## src/rtl/memaccess.sv

```systemverilog
// memaccess: Venus memory-access stage; owns the data-memory SRAM port and issues writeback.
// Optional address-fault checking is enabled by defining DMEM_FAULT_EN.
`ifndef WORD
`define WORD 32
`endif
`ifndef W_RD
`define W_RD 5
`endif

module memaccess #(
  parameter int DMEM_AW = 16
) (
  input  logic               clk,
  input  logic               rst,
  input  logic               v_i,
  output logic               stall_o,
  input  logic [1:0]         mop_i,
  input  logic [`WORD-1:0]   addr_i,
  input  logic [`WORD-1:0]   sdata_i,
  input  logic               wb_i,
  input  logic [`W_RD-1:0]   wb_rd_name_i,
  input  logic [`WORD-1:0]   wb_rd_data_i,
  output logic [DMEM_AW-1:0] mem_addr_o,
  output logic               mem_we_o,
  output logic [`WORD-1:0]   mem_d_o,
  input  logic [`WORD-1:0]   mem_q_i,
  output logic               wb_o,
  output logic [`W_RD-1:0]   wb_rd_name_o,
  output logic [`WORD-1:0]   wb_rd_data_o,
  output logic               fault_o,
  output logic [`WORD-1:0]   fault_addr_o
);

  typedef enum logic [1:0] {IDLE, LD_ADDR, LD_WB} state_t;

  state_t             state_q, state_d;
  logic [DMEM_AW-1:0] mem_addr_q, mem_addr_d;
  logic               mem_we_q, mem_we_d;
  logic [`WORD-1:0]   mem_d_q, mem_d_d;
  logic               wb_q, wb_d;
  logic [`W_RD-1:0]   wb_rd_name_q, wb_rd_name_d;
  logic [`WORD-1:0]   wb_rd_data_q, wb_rd_data_d;
  logic               ld_fault_q, ld_fault_d;
  logic               accept, is_load, is_store, addr_bad;

  assign stall_o  = (state_q == LD_ADDR);
  assign accept   = v_i && !stall_o;
  assign is_load  = (mop_i == 2'b01);
  assign is_store = (mop_i == 2'b10);

`ifdef DMEM_FAULT_EN
  logic             fault_q, fault_d;
  logic [`WORD-1:0] fault_addr_q, fault_addr_d;

  assign addr_bad = |addr_i[`WORD-1:DMEM_AW];

  // Only the first faulting address is kept; the flag is sticky until reset.
  always_comb begin
    fault_d      = fault_q;
    fault_addr_d = fault_addr_q;
    if (accept && (is_load || is_store) && addr_bad) begin
      fault_d = 1'b1;
      if (!fault_q) fault_addr_d = addr_i;
    end
  end

  always_ff @(posedge clk) begin
    if (!rst) begin
      fault_q      <= 1'b0;
      fault_addr_q <= '0;
    end else begin
      fault_q      <= fault_d;
      fault_addr_q <= fault_addr_d;
    end
  end

  assign fault_o      = fault_q;
  assign fault_addr_o = fault_addr_q;
`else
  logic unused_addr_hi;

  assign addr_bad       = 1'b0;
  assign unused_addr_hi = ^addr_i[`WORD-1:DMEM_AW];
  assign fault_o        = 1'b0;
  assign fault_addr_o   = '0;
`endif

  always_comb begin
    state_d      = IDLE;
    mem_addr_d   = mem_addr_q;
    mem_we_d     = 1'b0;
    mem_d_d      = mem_d_q;
    wb_d         = 1'b0;
    wb_rd_name_d = wb_rd_name_q;
    wb_rd_data_d = wb_rd_data_q;
    ld_fault_d   = ld_fault_q;
    if (state_q == LD_ADDR) begin
      state_d = LD_WB;
      wb_d    = 1'b1;
    end else if (accept) begin
      if (is_load) begin
        state_d      = LD_ADDR;
        mem_addr_d   = addr_i[DMEM_AW-1:0];
        wb_rd_name_d = wb_rd_name_i;
        ld_fault_d   = addr_bad;
      end else if (is_store) begin
        mem_addr_d = addr_i[DMEM_AW-1:0];
        mem_d_d    = sdata_i;
        mem_we_d   = !addr_bad;
      end else begin
        wb_d         = wb_i;
        wb_rd_name_d = wb_rd_name_i;
        wb_rd_data_d = wb_rd_data_i;
      end
    end
  end

  always_ff @(posedge clk) begin
    if (!rst) begin
      state_q      <= IDLE;
      mem_addr_q   <= '0;
      mem_we_q     <= 1'b0;
      mem_d_q      <= '0;
      wb_q         <= 1'b0;
      wb_rd_name_q <= '0;
      wb_rd_data_q <= '0;
      ld_fault_q   <= 1'b0;
    end else begin
      state_q      <= state_d;
      mem_addr_q   <= mem_addr_d;
      mem_we_q     <= mem_we_d;
      mem_d_q      <= mem_d_d;
      wb_q         <= wb_d;
      wb_rd_name_q <= wb_rd_name_d;
      wb_rd_data_q <= wb_rd_data_d;
      ld_fault_q   <= ld_fault_d;
    end
  end

  assign mem_addr_o   = mem_addr_q;
  assign mem_we_o     = mem_we_q;
  assign mem_d_o      = mem_d_q;
  assign wb_o         = wb_q;
  assign wb_rd_name_o = wb_rd_name_q;
  // Load data comes straight from the SRAM's registered Q during writeback.
  assign wb_rd_data_o = (state_q == LD_WB) ? (ld_fault_q ? '0 : mem_q_i) : wb_rd_data_q;

endmodule

```

## config.mk

```make
export PLATFORM = sky130hd
export DESIGN_NAME = memaccess
export DESIGN_NICKNAME = d
export VERILOG_FILES = /design/src/rtl/memaccess.sv
export SDC_FILE = /design/constraint.sdc
export NUM_CORES = 1
export LEC_CHECK = 0
export CAP_MARGIN = 30
export CORE_MARGIN = 4
export CORE_UTILIZATION = 38
export CTS_CLUSTER_DIAMETER = 150
export CTS_CLUSTER_SIZE = 40
export DETAILED_ROUTE_END_ITERATION = 7
export PLACE_DENSITY = 0.82
export SLEW_MARGIN = 5
export SYNTH_ARGS = -nofsm -noshare
export SYNTH_HDL_FRONTEND = slang
export SYNTH_SLANG_ARGS = --single-unit
```

## constraint.sdc

```tcl
create_clock -name clk -period 1.8 [get_ports clk]
set_input_delay 0.36 -clock clk [delete_from_list [all_inputs] [get_ports clk]]
set_output_delay 0.36 -clock clk [all_outputs]
set_load 0.05 [all_outputs]
```

# == Yosys cells after proc, flatten, opt, wreduce, memory -nomap -nowiden ==
# Cells that the tools add are included.
# totals
ff_bits,89
input_bits,139
# classes
eq_ne,5
n_mux,13
bitwise_logic,5
n_reduce_logical,9
# ops
operator,count
$mux W16,2
$mux W32,1
$mux W5,2
$reduce_and A4 Y1,2
$mux W1,7
$reduce_and A3 Y1,2
$not A1 Y1,5
$eq A2 B1 Y1 const B,2
$eq A2 B2 Y1 const B,2
$reduce_or A4 Y1,1
$reduce_or A3 Y1,1
$mux W2,1
$ne A2 B2 Y1 const B,1
$reduce_bool A2 Y1,1
$logic_and A1 B1 Y1,1
$logic_not A1 Y1,1

# == Depth between registers and ports, before layout ==
# Gate-level depths: netlist (run 1).
# depth
depth_word,5
ltp_mapped,7

# == Worst setup path before layout (run 1) ==
# No wires, ideal clock.
# synth_timing
kind,reg2out
start,reg state_q[0]
end,out wb_rd_data_o[23]
t_arrival_ns,1.259
setup_slack_ns,0.181
path_stages_with_launch,5
cell_sequence,dfxtp_1 > nor2b_1 > clkbuf_2 > buf_4 > mux2_1
# synth_via
elab_chain_cells,2
# synth_rtl
item,line,rtl
start: declaration,36,"state_t state_q, state_d;"
start signal: assignment,129,state_q <= state_d;
$eq A2 B2 Y1,146,assign wb_rd_data_o = (state_q == LD_WB) ? (ld_fault_q ? '0 : mem_q_i) : wb_rd_data_q;
$mux W32,146,
end: declaration,29,"output logic [`WORD-1:0] wb_rd_data_o,"
# Every way passes these cells.

# == Worst setup path in the final report (run 1) ==
# layout_timing
start,reg state_q[1]
end,out wb_rd_data_o[21]
# The elaborated chain is that of the path after synthesis.

==> summary.txt, run 1 <==
Status
  – Run status: finished, violations left
  – Failing checks: setup timing

Routing
  – DR WL/cell: 15.6 um
  – Total routed wirelength: 12,900 um
  – 1st-iter DRT viols: 172
  – Vias per cell: 4.67
  – Routed Antenna Nets: 0
  – TritonRoute pass-1 iters: 4
  – Vias after detailed routing: 3,840
  – DRC errors left: 0

STA
  – Setup violators final: 32
  – Final TNS setup: -5.76 ns
  – Period utilization: 111%
  – WHS: 0.456 ns
  – Slew Viols, Final: 0
  – Tmin final: 2.00 ns
  – Unrepaired setup endpoints after global routing: yes
  – Worst Skew: 0.00520 ns
  – Fin. Hold Viols: 0
  – PnR worst setup slack: -0.203 ns
  – Fmax: 0.499 GHz

Setup path
  – Largest stage delay on the critical path: 0.32 ns
  – WP data arrival: 1.64 ns
  – Critical Path Source Type: flop
  – Worst EP required: 1.44 ns
  – Launch point of the worst reg-to-reg path: state_q[1]
  – Setup Crit Path Kind: reg -> out
  – Slowest CP cell: dfxtp_2
  – Crit-path cells: nor2b_4 > buf_6 > clkbuf_16 > mux2_4 > buf_8
  – Endpoint type of the worst setup path: primary output
  – Critical path peak fanout: 8
  – Buf/Inv on CP: 3
  – Delay-heaviest family, CP: buffers and inverters
  – Setup crit start: state_q[1]

Die
  – Initial core utilization: 39.0%
  – FP Rows: 38
  – Die Height: 114 um
  – Die area: 13,000 sq um
  – I/O Pins: 260
  – Die Width: 114 um
  – Core Region: 10,900 sq um

Placement
  – DP Area: 6240 sq um
  – HPWL after DPL: 9070 um
  – Dpl cells: 801
  – GPL Wtd Cong: 0.820
  – Port Buffers: 210

Cells and area
  – Final instance area: 6960 sq um
  – Cell Count, Final, Fillers Out: 823
  – Layout cell share with drive strength beyond 1: 25.8%
  – Final #Nets: 820
  – Final antenna diode count: 0
  – Syn-to-layout area delta: 63.0%

Power
  – VDD IR-drop max: 0.000529 V
  – Pwr Density: 815 nW/um^2
  – Total power: 0.00567 W
  – Static Leak: 3.01 nW

GRT
  – Total GRT Usage: 18.3%
  – Number of global-route vias before repair: 3,836
  – Largest net degree at the start of global routing: 41
  – First-pass GRT wire length: 19,000 um
  – Antenna violations before repair: 0
  – GR Overflow Total: 0

Logic synthesis
  – EDFF count, synth: 0
  – Distinct cell type count after synthesis: 28
  – Synth warnings: 0
  – Post-synthesis sequential area ratio: 41.7%
  – Avg Cell Area, Syn: 9.24 sq um
  – Post-Syn Area: 4270 sq um
  – Post-Syn Instances: 462
  – #FFs+latches synth: 89
  – Asr flop ratio synth: 0%
  – Main flop type after synthesis: dfxtp_1

CTS
  – CTS tree: built
  – Clock-pin transition on the worst setup and hold timing paths: 0.06 ns
  – CTS Buffer Depth: 2
  – CTS Buf Count: 9
  – Worst-Skew Late Latency: 0.33 ns
  – Clock Sinks: 89
  – Clock tree root driver cell: clkbuf_16
  – Htree depth: 3

Hold path
  – Hold_sp: wb_rd_data_q[5]
  – Hold Path Class: reg -> reg

Flow run
  – # Max-Cap Violations: 0
## tightest hold or removal path, cell delays in order (launching register included)
cell     delay [ns]
dfxtp_1        0.31
nand2_1        0.05
mux2i_1        0.05
## synthesized netlist by cell type (2+ instances only)
master | instances | area share (%)
buf_6 | 9 | 2.4
clkbuf_1 | 14 | 1.2
buf_1 | 3 | 0.26
mux2_1 | 2 | 0.53
ha_1 | 3 | 0.88
buf_2 | 2 | 0.23
dfxtp_1 | 89 | 42
mux2_2 | 30 | 7.9
mux2i_1 | 85 | 20
nand2_1 | 170 | 15
inv_1 | 3 | 0.26
buf_4 | 36 | 6.3
## routing by layer
| metal | share of wire (%) | vias up | wire length, um | GRT usage [%] |
|---|---|---|---|---|
| li1 | - | 1859 | - | - |
| met1 | 38 | 1769 | 4850 | 20.4 |
| met2 | 49 | 196 | 6350 | 32.2 |
| met3 | 11 | 16 | 1460 | 7.80 |
| met4 | 1.6 | 0 | 202 | 4.43 |
| met5 | 0 | - | 0 | 0 |
## area by class of cell
class,instances,area (sq um)
Inverter,4,15.0
Sequential cell,89,1780
Timing Repair Buffer,239,2430
Fill cell,841,3980
Multi-Input combinational cell,335,2210
Tap cell,140,175
Clock inverter,4,73.8
Clock buffer,12,267
## stage by stage
step / setup WS (ns) / util, %
floorplan: 0.181 / -
global placement: -0.173 / 57.1
detailed placement: -0.239 / 57.1
CTS: -0.216 / 62.4
global route: -0.256 / 63.6
finish: -0.203 / 63.6
## repair_timing
item	in CTS	in global routing
cloned	2	1
endpoints found under the hold margin	0	0
hold buffers	0	0
setup endpoints to repair	32	32
resized for setup	48	31
buffers inserted	3	1
## path summary, 6_finish.rpt
kind | to | slack, ns | cells past startpoint
max | wb_rd_data_o[21] | -0.20 | 5
min | wb_rd_data_q[5] | 0.46 | 2
max reg2reg | mem_addr_o[14] | 0.54 | 5
min reg2reg | wb_rd_data_q[5] | 0.46 | 2
## flip-flops by register name, summed over array words and instances, names as in the netlist
signal	flops
mem_addr_o	16
mem_we_o	1
wb_rd_name_o	5
state_q	2
wb_rd_data_q	32
wb_o	1
mem_d_o	32
## kinds of logic after synthesis
kind of cell | count (synthesis) | synth area share, %
flip-flops | 89 | 41.7
adder cells (fa/ha/maj) | 3 | 0.880
multiplexers | 117 | 28.4
other | 1 | 0.0879
AND/OR/NAND/NOR | 181 | 17.4
AO/OA/AOI/OAI | 1 | 0.176
buffers and inverters | 70 | 11.4
## where the power goes
part,switching [W],internal (W)
clock network,0.000742,0.00133
logic,0.000834,0.000640
registers,0.0000571,0.00207
## cells in the final DEF (no fill, tap or decap), types with 3 or more instances in the layout
| cell type | Yosys | final |
|---|---|---|
| nand2_1 | 170 | 170 |
| clkdlybuf4s50_1 | 0 | 121 |
| dfxtp_1 | 89 | 87 |
| mux2i_1 | 85 | 85 |
| buf_4 | 36 | 75 |
| conb_1 | 1 | 33 |
| mux2_4 | 0 | 21 |
| buf_6 | 9 | 17 |
| buf_8 | 0 | 16 |
| mux2_2 | 30 | 11 |
| clkbuf_16 | 0 | 10 |
| buf_12 | 1 | 7 |
| inv_1 | 3 | 3 |
| ha_1 | 3 | 3 |
| clkbuf_8 | 0 | 3 |
(Power assumes the default switching activity.)
==> run 2: changes to the inputs <==
==> constraint.sdc (replaced) <==
create_clock -name clk -period 2.2 [get_ports clk]
set_input_delay 0.44 -clock clk [delete_from_list [all_inputs] [get_ports clk]]
set_output_delay 0.44 -clock clk [all_outputs]
set_load 0.05 [all_outputs]
==> summary.txt, run 2 (synthesized netlist as in run 1, its figures left out) <==
CTS
  – CTS Buffer Depth: 2 (unchanged)
  – Htree depth: 3 (unchanged)
  – Clock tree root driver cell: clkbuf_16
  – Post-CTS Hold Fix Bufs: 0 (unchanged)
  – Worst-Skew Late Latency: 0.33 ns (about the same)
  – CTS Buf Count: 9 (unchanged)
  – Clock Sinks: 89 (unchanged)
  – Clock-pin transition on the worst setup and hold timing paths: 0.06 ns (about the same)
  – Total setup buffers inserted after CTS: 0 (-3)
  – Cts repair resizes: 0 (-100%)
  – CTS tree: built

GRT
  – Number of global-route vias before repair: 3,741 (-2.5%)
  – Largest net degree at the start of global routing: 88 (+110%)
  – Met2 Use GR: 30.4% (-1.8 points)
  – Global routing usage on met3: 7.11% (-0.69 points)
  – Met1 GRT Util: 19.1% (-1.4 points)
  – Antenna violations before repair: 0 (unchanged)
  – Top Usage Layer GRT: met2
  – Total GRT Usage: 17.5% (-0.81 points)
  – First-pass GRT wire length: 18,100 um (-5.1%)
  – GR Overflow Total: 0 (unchanged)

Routing
  – Total routed wirelength: 11,700 um (-9.3%)
  – Vias per cell: 4.54 (-2.8%)
  – Vias after detailed routing: 3,642 (-5.2%)
  – Routed Antenna Nets: 0 (unchanged)
  – 1st-iter DRT viols: 164 (-4.7%)
  – DRC errors left: 0 (unchanged)
  – DR WL/cell: 14.5 um (-7.1%)
  – TritonRoute pass-1 iters: 4 (unchanged)

Setup path
  – R2R setup slack: 0.93 ns (+0.39 ns)
  – Endpoint type of the worst setup path: primary output
  – Critical Path Source Type: flop
  – Setup Crit Path Kind: reg -> out
  – Worst EP required: 1.76 ns (+0.32 ns)
  – Critical path peak fanout: 32 (+24)
  – Crit-path cells: nor2b_2 > buf_12 > mux2_2 > buf_4
  – Largest stage delay on the critical path: 0.37 ns (+0.05 ns)
  – WP data arrival: 1.63 ns (about the same)
  – Slowest CP cell: mux2_2

Hold path
  – Hold Path Class: reg -> reg

Die
  – FP Rows: 38 (unchanged)
  – Die area: 13,000 sq um (unchanged)
  – I/O Pins: 260 (unchanged)
  – Core Region: 10,900 sq um (unchanged)
  – Initial core utilization: 39.0% (unchanged)
  – Die Width: 114 um (unchanged)
  – Die Height: 114 um (unchanged)

Cells and area
  – Final antenna diode count: 0 (unchanged)
  – Final instance area: 6560 sq um (-5.7%)
  – Commonest non-fill, non-tap cell in the layout: clkdlybuf4s50_1
  – Finished Core Util: 60.0% (-3.6 points)
  – Final #Nets: 800 (-2.4%)
  – Layout cell share with drive strength beyond 1: 14.5% (-11 points)
  – Most frequent cells in the layout: clkdlybuf4s50_1, nand2_1, dfxtp_1
  – Syn-to-layout area delta: 53.6%

Status
  – Run status: finished clean

Power
  – VDD IR-drop max: 0.000450 V (-15%)
  – Pwr Density: 661 nW/um^2 (-19%)
  – Static Leak: 2.69 nW (-11%)

STA
  – PnR worst setup slack: 0.134 ns (+0.337 ns)
  – Worst-margin pin slew: 0.556 ns
  – Period utilization: 93.9%
  – Relative slew margins: 62.8%
  – Setup violators final: 0 (-100%)
  – Worst Skew: 0.00346 ns (-0.00174 ns)
  – Fmax: 0.484 GHz
  – WHS: 0.454 ns (-0.00173 ns)
  – Fin. Hold Viols: 0 (unchanged)
  – Slew Viols, Final: 0 (unchanged)
  – Final TNS setup: 0 ns (+5.76 ns)
  – Tmin final: 2.07 ns
  – Unrepaired setup endpoints after global routing: no

Flow run
  – # Max-Cap Violations: 0 (unchanged)

Placement
  – DP Area: 6260 sq um (+0.32%)
  – HPWL after DPL: 8810 um (-2.9%)
  – Port Buffers: 210 (unchanged)
  – Dpl ws: 0.0733 ns (+0.312 ns)
  – GPL Wtd Cong: 0.829 (+1.1%)
-- run 2: changes by cell type in the layout (fill, tap and decap cells not counted), moves of 16 or more --
cell             previous run  this run
buf_6                      17         0
mux2_4                     21         0
buf_4                      75        37
mux2_2                     11        30
buf_8                      16         0
clkdlybuf4s50_1           121       176
-- run 2: path summary, 6_finish.rpt --
kind	from	endpoint	cells past startpoint
hold reg to reg	mem_addr_o[11]	mem_addr_o[11]	2
setup / recovery	state_q[1]	wb_rd_data_o[13]	4
hold / removal	mem_addr_o[11]	mem_addr_o[11]	2
setup reg to reg	state_q[1]	mem_d_o[10]	4
-- run 2: power by group --
part / total, W / switching [W] / internal (W)
logic: 0.00111 / 0.000657 / 0.000457
clock network: 0.00148 / 0.000598 / 0.000886
registers: 0.00173 / 0.0000400 / 0.00169
-- run 2: cell type report --
type                       count  area, sq um
fill                         909         4380
inverter                       4         15.0
multi-input combinational    335         2130
timing repair buffer         219         2160
clock inverter                 2         10.0
sequential                    89         1780
tap                          140          175
clock buffer                  14          284
-- run 2: through the flow --
stage	cells	power, W
final	803	0.00433
after detailed placement	787	0.00289
after global routing	803	0.00451
after global placement	787	0.00287
after floorplan	494	0.00251
after CTS	803	0.00439
-- run 2: per-layer routing --
layer	share of wire [%]	routed length [um]
met1	39	4490
met2	47	5530
met3	12	1380
met4	2.1	244
met5	0	0
-- run 2: critical path, delay by kind of cell (launching register included) --
kind	cells	cell delay, ns
and+or+nand+nor	1	0.18
buffers and inverters	2	0.41
DFF	1	0.32
muxes	1	0.37
==> run 3: changes to the inputs <==
--- a/config.mk
+++ b/config.mk
@@ -11,6 +11,7 @@
 export CTS_CLUSTER_DIAMETER = 150
 export CTS_CLUSTER_SIZE = 40
 export DETAILED_ROUTE_END_ITERATION = 7
+export GPL_TIMING_DRIVEN = 0
 export PLACE_DENSITY = 0.82
 export SLEW_MARGIN = 5
 export SYNTH_ARGS = -nofsm -noshare
==> summary.txt, run 3 (synthesized netlist as in run 1, its figures left out) <==
Status
  – Run status: finished clean

STA
  – Setup violators final: 0 (unchanged)
  – Tmin final: 2.12 ns (+0.0507 ns)
  – Final TNS setup: 0 ns (unchanged)
  – Worst-margin pin slew: 0.564 ns (+0.00759 ns)
  – Fmax: 0.473 GHz (-2.4%)
  – Unrepaired setup endpoints after global routing: no
  – Period utilization: 96.2% (+2.3 points)
  – Relative slew margins: 62.3% (-0.51 points)
  – Slew Viols, Final: 0 (unchanged)
  – Fin. Hold Viols: 0 (unchanged)
  – Worst Skew: 0.00450 ns (+0.00103 ns)

CTS
  – Worst-Skew Late Latency: 0.33 ns (about the same)
  – Htree depth: 3 (unchanged)
  – Clock Sinks: 89 (unchanged)
  – Post-CTS Hold Fix Bufs: 0 (unchanged)
  – CTS tree: built
  – CTS Buffer Depth: 2 (unchanged)
  – Clock-pin transition on the worst setup and hold timing paths: 0.06 ns (about the same)
  – Clock tree root driver cell: clkbuf_16
  – CTS Buf Count: 9 (unchanged)
  – Total setup buffers inserted after CTS: 0 (unchanged)

Setup path
  – Largest stage delay on the critical path: 0.34 ns (-0.03 ns)
  – Setup crit start: state_q[1]
  – Launch point of the worst reg-to-reg path: state_q[1]
  – Endpoint type of the worst setup path: primary output
  – WP data arrival: 1.68 ns (+0.05 ns)
  – Critical path peak fanout: 10 (-69%)
  – Crit-path cells: nor2b_2 > buf_6 > buf_12 > mux2_2 > buf_2
  – Setup Crit Path Kind: reg -> out
  – Critical Path Source Type: flop
  – Slowest CP cell: mux2_2
  – Worst EP required: 1.76 ns (about the same)

Die
  – Die Width: 114 um (unchanged)
  – Core Region: 10,900 sq um (unchanged)
  – FP Rows: 38 (unchanged)
  – Initial core utilization: 39.0% (unchanged)
  – Die Height: 114 um (unchanged)
  – I/O Pins: 260 (unchanged)
  – Die area: 13,000 sq um (unchanged)

Flow run
  – # Max-Cap Violations: 0 (unchanged)

Hold path
  – Hold_sp: mem_d_o[30]
  – Hold Path Class: reg -> reg

Power
  – Total power: 0.00427 W (-1.4%)
  – Pwr Density: 626 nW/um^2 (-5.3%)
  – VDD IR-drop max: 0.000334 V (-26%)
  – Static Leak: 2.89 nW (+7.5%)

Cells and area
  – Final #Nets: 856 (+7.0%)
  – Final instance area: 6820 sq um (+4.1%)
  – Most frequent cells in the layout: clkdlybuf4s50_1, nand2_1, dfxtp_1
  – Commonest non-fill, non-tap cell in the layout: clkdlybuf4s50_1
  – Layout fillers: 913 (+0.44%)
  – Syn-to-layout area delta: 59.9%
  – Final antenna diode count: 0 (unchanged)
  – Layout cell share with drive strength beyond 1: 18.0% (+3.5 points)

Placement
  – DP Area: 6660 sq um (+6.3%)
  – HPWL after DPL: 10,700 um (+21%)
  – GPL Wtd Cong: 0.800 (-3.5%)
  – Port Buffers: 209 (-0.48%)

GRT
  – Number of global-route vias before repair: 4,198 (+12%)
  – First-pass GRT wire length: 20,500 um (+14%)
  – Met2 Use GR: 36.5% (+6.1 points)
  – GR Overflow Total: 0 (unchanged)
  – Global routing usage on met3: 7.69% (+0.58 points)
  – Total GRT Usage: 20.0% (+2.5 points)
  – Largest net degree at the start of global routing: 13 (-85%)
  – Antenna violations before repair: 0 (unchanged)
  – Met1 GRT Util: 20.9% (+1.8 points)
  – Top Usage Layer GRT: met2

Routing
  – Routed Antenna Nets: 0 (unchanged)
  – Vias per cell: 4.60 (+1.5%)
  – 1st-iter DRT viols: 139 (-15%)
  – TritonRoute pass-1 iters: 4 (unchanged)
  – Total routed wirelength: 13,400 um (+15%)
  – DRC errors left: 0 (unchanged)
  – DR WL/cell: 15.7 um (+8.3%)
  – Vias after detailed routing: 3,940 (+8.2%)
-- run 3: cell count changes in the layout (fill, tap and decap cells not counted), moves of 2 or more --
| cell | change |
|---|---|
| clkdlybuf4s15_2 | +2 |
| buf_12 | -3 |
| clkbuf_1 | +15 |
| buf_6 | +10 |
| buf_2 | +22 |
| buf_1 | +3 |
| clkbuf_8 | -3 |
| buf_4 | +5 |
-- run 3: final cells by class --
type / count / area (sq um) / share of cell area (%)
sequential: 89 / 1780 / 26.1
timing repair buffer: 209 / 1970 / 28.8
multi-input combinational: 335 / 2120 / 31.1
clock inverter: 1 / 5.00 / 0.0733
buffer: 66 / 509 / 7.46
clock buffer: 12 / 246 / 3.61
tap: 140 / 175 / 2.57
inverter: 4 / 15.0 / 0.220
-- run 3: routing by layer --
metal / wire length [um] / vias to the layer above
li1: - / 1935
met1: 5110 / 1807
met2: 6650 / 184
met3: 1500 / 14
met4: 187 / 0
met5: 0 / -
-- run 3: worst paths after layout --
check	to	slack (ns)	cells past startpoint
setup / recovery	wb_rd_data_o[4]	0.08	5
hold / removal	mem_d_o[30]	0.46	2
setup reg to reg	mem_addr_o[7]	0.84	6
hold reg to reg	mem_d_o[30]	0.46	2
-- run 3: critical path: cells and delay by family, from the launching register on --
| family | cells | cell delay, ns |
|---|---|---|
| simple gates | 1 | 0.15 |
| buf+inv | 3 | 0.52 |
| mux | 1 | 0.34 |
| flops | 1 | 0.33 |
-- run 3: what timing repair did --
item,4_1_cts,5_1_grt
endpoints found under the setup margin,33,30
gates resized for setup,162,26
endpoints found under the hold margin,0,0
-- run 3: power breakdown --
| part | total (W) | switching [W] | internal (W) |
|---|---|---|---|
| registers | 0.00174 | 0.0000426 | 0.00169 |
| logic | 0.00117 | 0.000681 | 0.000489 |
| clock network | 0.00136 | 0.000588 | 0.000777 |
| total | 0.00427 | 0.00131 | 0.00296 |
-- run 3: through the flow --
step	setup slack (ns)	utilization [%]	hold slack [ns]	instances
floorplan	0.501	-	0.431	494
global placement	-0.200	60.9	0.439	843
detailed placement	-0.213	60.9	0.447	843
CTS	-0.00486	62.0	0.458	856
global route	0.0237	62.4	0.467	856
finish	0.0837	62.4	0.457	856
